<file path="config.mk">
export PLATFORM = sky130hd
export DESIGN_NAME = pc_branch_unit
export DESIGN_NICKNAME = d
export VERILOG_FILES = /design/src/rtl/pc_branch_unit.sv
export SDC_FILE = /design/constraint.sdc
export NUM_CORES = 1
export LEC_CHECK = 0
export ABC_AREA = 1
export CAP_MARGIN = 20
export CORE_ASPECT_RATIO = 0.8
export CORE_MARGIN = 5
export CORE_UTILIZATION = 35
export DETAILED_ROUTE_END_ITERATION = 16
export GPL_ROUTABILITY_DRIVEN = 0
export PLACE_DENSITY = 0.61
export SLEW_MARGIN = 0
export SYNTH_ARGS = -nofsm -noshare
export SYNTH_HDL_FRONTEND = slang
export SYNTH_SLANG_ARGS = --single-unit
</file>
<file path="constraint.sdc">
create_clock -name CLK -period 4 [get_ports CLK]
set_input_delay 0.8 -clock CLK [delete_from_list [all_inputs] [get_ports CLK]]
set_output_delay 0.8 -clock CLK [all_outputs]
set_load 0.01 [all_outputs]
</file>
<file path="src/rtl/pc_branch_unit.sv">
`default_nettype none
// ============================================================================
// Module      : pc_branch_unit
// Description : PC register with branch/jump redirect, post-redirect flush
//               window, memory stall hold and saturating taken counter.
// Revision    : 1.0 - initial release
// ============================================================================
module pc_branch_unit #(
  parameter logic [31:0] RESET_PC     = 32'h0000_0000,
  parameter int          FLUSH_CYCLES = 1,
  parameter int          CNT_W        = 16
) (
  input  logic             CLK,
  input  logic             RESET,
  input  logic [31:0]      OFFSET_EXT,
  input  logic             JUMP,
  input  logic             BRANCH,
  input  logic             ZERO,
  input  logic             BUSYWAIT,
  output logic [31:0]      PC,
  output logic [31:0]      PC_PLUS4,
  output logic             FLUSH,
  output logic [CNT_W-1:0] TAKEN_CNT
);

  typedef enum logic [0:0] {
    ST_RUN   = 1'b0,
    ST_FLUSH = 1'b1
  } state_t;

  localparam logic [3:0] c_FLUSH_INIT = 4'(FLUSH_CYCLES - 1);

  state_t            state_q, state_d;
  logic [31:0]       pc_q, pc_d;
  logic [3:0]        fcnt_q, fcnt_d;
  logic [CNT_W-1:0]  cnt_q, cnt_d;
  logic              flush_q, flush_d;

  logic [31:0]       w_pc_plus4;
  logic [31:0]       w_target;
  logic              w_take;

  assign w_pc_plus4 = pc_q + 32'd4;
  assign w_target   = w_pc_plus4 + {OFFSET_EXT[29:0], 2'b00};
  // Jump dominates: with JUMP high the ZERO flag is irrelevant.
  assign w_take     = JUMP | (BRANCH & ZERO);

  always_comb begin
    state_d = state_q;
    pc_d    = pc_q;
    fcnt_d  = fcnt_q;
    cnt_d   = cnt_q;
    flush_d = flush_q;
    // Controls are only looked at when the stage is not stalled.
    if (!BUSYWAIT) begin
      case (state_q)
        ST_RUN: begin
          if (w_take) begin
            pc_d    = w_target;
            flush_d = 1'b1;
            fcnt_d  = c_FLUSH_INIT;
            state_d = ST_FLUSH;
            if (cnt_q != {CNT_W{1'b1}}) begin
              cnt_d = cnt_q + 1'b1;
            end
          end else begin
            pc_d = w_pc_plus4;
          end
        end
        ST_FLUSH: begin
          pc_d = w_pc_plus4;
          if (fcnt_q == 4'd0) begin
            flush_d = 1'b0;
            state_d = ST_RUN;
          end else begin
            fcnt_d = fcnt_q - 4'd1;
          end
        end
        default: begin
          flush_d = 1'b0;
          state_d = ST_RUN;
        end
      endcase
    end
  end

  always_ff @(posedge CLK or posedge RESET) begin
    if (RESET) begin
      state_q <= ST_RUN;
      pc_q    <= RESET_PC;
      fcnt_q  <= 4'd0;
      cnt_q   <= '0;
      flush_q <= 1'b0;
    end else begin
      state_q <= state_d;
      pc_q    <= pc_d;
      fcnt_q  <= fcnt_d;
      cnt_q   <= cnt_d;
      flush_q <= flush_d;
    end
  end

  assign PC        = pc_q;
  assign PC_PLUS4  = w_pc_plus4;
  assign FLUSH     = flush_q;
  assign TAKEN_CNT = cnt_q;

endmodule
`default_nettype wire

</file>
### Word-level counts from Yosys, hierarchy flattened

Cells that the tools add are included.

* $add $sub $neg: 4
* equal/unequal tests: 4
* multiplexer cells: 11
* bitwise operators: 4
* reductions and logical operators: 4

Operators with widths (count)
* 32-bit one-hot mux with 2 select lines: 1
* 32-bit by 3-bit adder with 32-bit output (second input constant): 1
* 32-bit adder: 1
* 32-bit 2-to-1 mux: 1
* 16-bit by 1-bit adder with 16-bit output (second input constant): 1
* 16-bit != test (second input constant): 1
* 4-bit 2-to-1 mux: 2
* 4-bit one-hot mux with 2 select lines: 1
* 3-bit AND reduction: 2
* 4-bit logical NOT: 1
* 1-bit 2-to-1 mux: 4
* 2-bit != test (second input constant): 2
* 1-bit one-hot mux with 2 select lines: 2
* 4-bit AND reduction: 1
* 4-bit by 1-bit subtractor with 4-bit output (second input constant): 1
* 2-bit by 1-bit != test with 1-bit output (second input constant): 1
* 1-bit NOT: 2
* 1-bit bitwise AND: 1
* 1-bit OR: 1

* register bits after elaboration: 54
* output and inout bits: 81
* logic and storage cells: 32

### Depth between registers and ports, before layout

* depth after elaboration: 4
* mapped depth: 23
* mapped depth without buffers: 23

### Least setup slack after synthesis

OpenSTA, ideal clock, no wires.

* kind: flip-flop to flip-flop
* from: reg pc_q[3], in the netlist PC[3]
* to: reg pc_q[29], in the netlist PC[29]
* setup time: 0.116 ns
* data arrival time: 2.736 ns
* data required time: 3.884 ns
* setup slack: 1.147 ns
* stages on the path, launching flop included: 22
* path through: dfrtp_1 ha_1 nand3_2 nor2_4 nand2_4 nor2_8 nand3_1 xor2_1 inv_1 ha_1 nand2_1 inv_1 a21oi_1 inv_1 nand2_1 nand2_1 a21oi_1 nand2_1 nand2_1 nand3_1 nand2_1 nand2_1

* word-level cells in the longest chain between the ends: 4

RTL lines
* start, declared: RTL line 34 `logic [31:0] pc_q, pc_d;`
* start signal, assigned: RTL line 96 `pc_q <= pc_d;`
* 32-bit by 3-bit adder with 32-bit output: RTL line 43 `assign w_pc_plus4 = pc_q + 32'd4;`
* via PC_PLUS4[16]: RTL line 21 `output logic [31:0] PC_PLUS4,`
* 32-bit adder: RTL line 44 `assign w_target = w_pc_plus4 + {OFFSET_EXT[29:0], 2'b00};`
* 32-bit 2-to-1 mux: RTL line 58 `if (w_take) begin`
* 32-bit one-hot mux with 2 select lines: RTL line 56 `case (state_q)`

The timed path passes the listed nets, and every way through them passes these cells.
A chain may end at the register's enable or synchronous reset.

### Worst setup path in the final report

* from: reg pc_q[11], in the netlist PC[11]
* to: out PC_PLUS4[23]

* word-level cells in the longest chain between the ends: 1

RTL lines (RTL line)
* 32-bit by 3-bit adder with 32-bit output: 43
* end, declared: 21

Every way passes these cells.

==> reports/metrics.yaml <==
final_common_cell: "nand2_1"
endpoint: "PC_PLUS4[23]"
initial_core_util: 0.3587
first_global_vias: 5544
grtUsageMet3: 0.03473
crit_path_max_fanout: 10
skew_ps: 5.915
synth-main-ff-cell: "dfrtp_1"
cts_root_buf: "clkbuf_16"
syn_to_final_growth_pct: 26.34
postCtsResizedCells: 0
viasPerCell: 4.820
drcViolationCount: 0
worstSetupEndpointType: "output port"
rows: 41
clk_latency_ps: 290
synth_edf_count: 0
met2_usage: 0.2958
die_w_um: 152.5
setup_viol: 0
ant_nets: 0
required_ps: 3200
post-place-ws_ps: 655.5
setup_tns_ps: 0
rsz0062_at_grt: "false"
worst_slack_ps: 642.8
max_cap_viol_count: 0
wl_um: 17910
dieArea_um2: 18910
wl_per_cell_um: 14.62
layout_common_cells: "nand2_1, inv_1, clkdlybuf4s50_1, nor2_1, nand3_1"
rr_startpoint: "PC[18]"
ctsHoldBuffers: 0
die_h_um: 124.0
numCtsBuffers: 5
first_pass_iters: 6
netlist_area_um2: 5687
drive_above_1_share: 0.06040
static-leakage-power_nw: 3.703
diodes: 0
final_nets: 1086
worst_hold_path_type: "flip-flop to flip-flop"
crit_type: "flip-flop to output port"
clkTransAtPathRegs_ps: 70
dpl.hpwl_um: 14870
overflow: 0
maxSlewHeadroom: 0.5659
grt_max_degree: 40
yosys_warnings: 0
worstMarginPinSlew_ps: 650.2
startpoint: "PC[11]"
max-vdd-ir-drop_mv: 0.3489
postSynthCellCount: 900
fin_crit_sh: 0.8393
period_minus_slack_ps: 3357
r2r_cells: 21
gr-max-usage-layer: "met2"
h-tree-depth: 2
final_area_um2: 7184
cts_sinks: 52
finalPower_w: 0.005385
drt_iter0_markers: 542
cp.arrival_ps: 2560
post_dp_cell_area_um2: 7020
portBuffers: 112
synth.distinct_cells: 43
hold-worst-slack_ps: 495.1
use_met1: 0.2782
synthArstFlopShare: 1.000
fmax_mhz: 297.9
grt_pass1_wl_um: 28830
avgSynthCellArea_um2: 6.319
status: "finished clean"
cp-start-kind: "flip-flop"
yosys_register_bits: 52
cts_tree: "yes"
ios: 119
yosysSeqAreaShare: 0.2288
core_um2: 15850
power_density_nw_per_um2: 749.5
r2r_setup_slack_ps: 650
antenna_found_initial: 0
clk_path_buf_depth: 2
finalHoldViolCount: 0
cts_setup_buffers: 0
r2r-end: "PC[30]"
track_usage: 0.1891
slew_viol_final: 0
vias: 5904
[metrics by stage]
| stage | cells | utilization |
|---|---|---|
| 6_report | 1225 | 0.4532 |
| 3_3_place_gp | 1217 | 0.4429 |
| 5_1_grt | 1225 | 0.4532 |
| 3_5_place_dp | 1217 | 0.4429 |
| 4_1_cts | 1225 | 0.4532 |
| 2_1_floorplan | 903 | - |
[registers in the layout (all words and copies together) (netlist names)]
| register | count |
|---|---|
| fcnt_q | 4 |
| PC | 30 |
| FLUSH | 1 |
| state_q | 1 |
| TAKEN_CNT | 16 |
[metal layers]
| layer | routed length [um] | up-vias |
|---|---|---|
| li1 | - | 3050 |
| met1 | 9132 | 2647 |
| met2 | 7418 | 196 |
| met3 | 1162 | 11 |
| met4 | 192 | 0 |
| met5 | 0 | - |
[cells by family (layout without fill, tap and decap cells)]
family | count (synthesis) | in the layout | share of synthesized area
XOR/XNOR | 44 | 44 | 0.06909
flip-flops | 52 | 52 | 0.2288
buffers and inverters | 146 | 253 | 0.1030
other | 1 | 4 | 0.0006594
AO/OA/AOI/OAI | 84 | 84 | 0.08251
multiplexers | 1 | 1 | 0.001980
AND/OR/NAND/NOR | 533 | 533 | 0.4268
adder cells (fa/ha/maj) | 39 | 39 | 0.08713
[critical path, stage by stage (launching register included)]
cell	delay, ps
dfrtp_1	510
nand2_2	140
nor2_4	180
nand2_4	80
nor2_8	220
nand3_2	110
xor2_1	380
clkdlybuf4s50_1	630
[worst min-delay path by stage]
stage                     startpoint   endpoint  slack, ps  cells past startpoint
final                      fcnt_q[0]  fcnt_q[0]        500                      1
after global routing       fcnt_q[0]  fcnt_q[0]        540                      1
after CTS                  fcnt_q[0]  fcnt_q[0]        500                      1
after detailed placement   fcnt_q[0]  fcnt_q[0]        480                      1
after global placement     fcnt_q[0]  fcnt_q[0]        490                      1
after floorplan            fcnt_q[0]  fcnt_q[0]        460                      1
[report_power, final]
group,switching [W],internal [W],leakage [nW]
sequential,0.000337,0.000726,0.646
clock,0.000193,0.000295,0.0808
combinational,0.00225,0.00158,2.98
total,0.00278,0.00260,3.70
[synth_stat cells (all sizes together) (2+ instances only)]
library cell / n / area share
and2: 5 / 0.0059
xor2: 28 / 0.044
o21ai: 36 / 0.032
buf: 10 / 0.011
nor4: 2 / 0.0048
dfrtp: 52 / 0.23
nor3: 15 / 0.016
nand3b: 2 / 0.0026
clkbuf: 8 / 0.0070
or2: 2 / 0.0022
nand4: 14 / 0.015
xnor2: 16 / 0.025
a21oi: 32 / 0.029
nand3: 78 / 0.074
ha: 38 / 0.084
a31oi: 2 / 0.0022
nand2: 326 / 0.23
nor2: 88 / 0.079
o211ai: 3 / 0.0040
o21bai: 10 / 0.013
inv: 128 / 0.084
[area by class of cell]
cell class,instances,area [um2]
sequential,52,1301
clock buffer,6,128.9
fill,1648,8667
timing repair buffer,117,1159
tap,215,269.0
inverter,128,480.5
clock inverter,2,35.03
multi-input combinational,705,3811
Note: power is estimated with default switching activity, not from simulation.
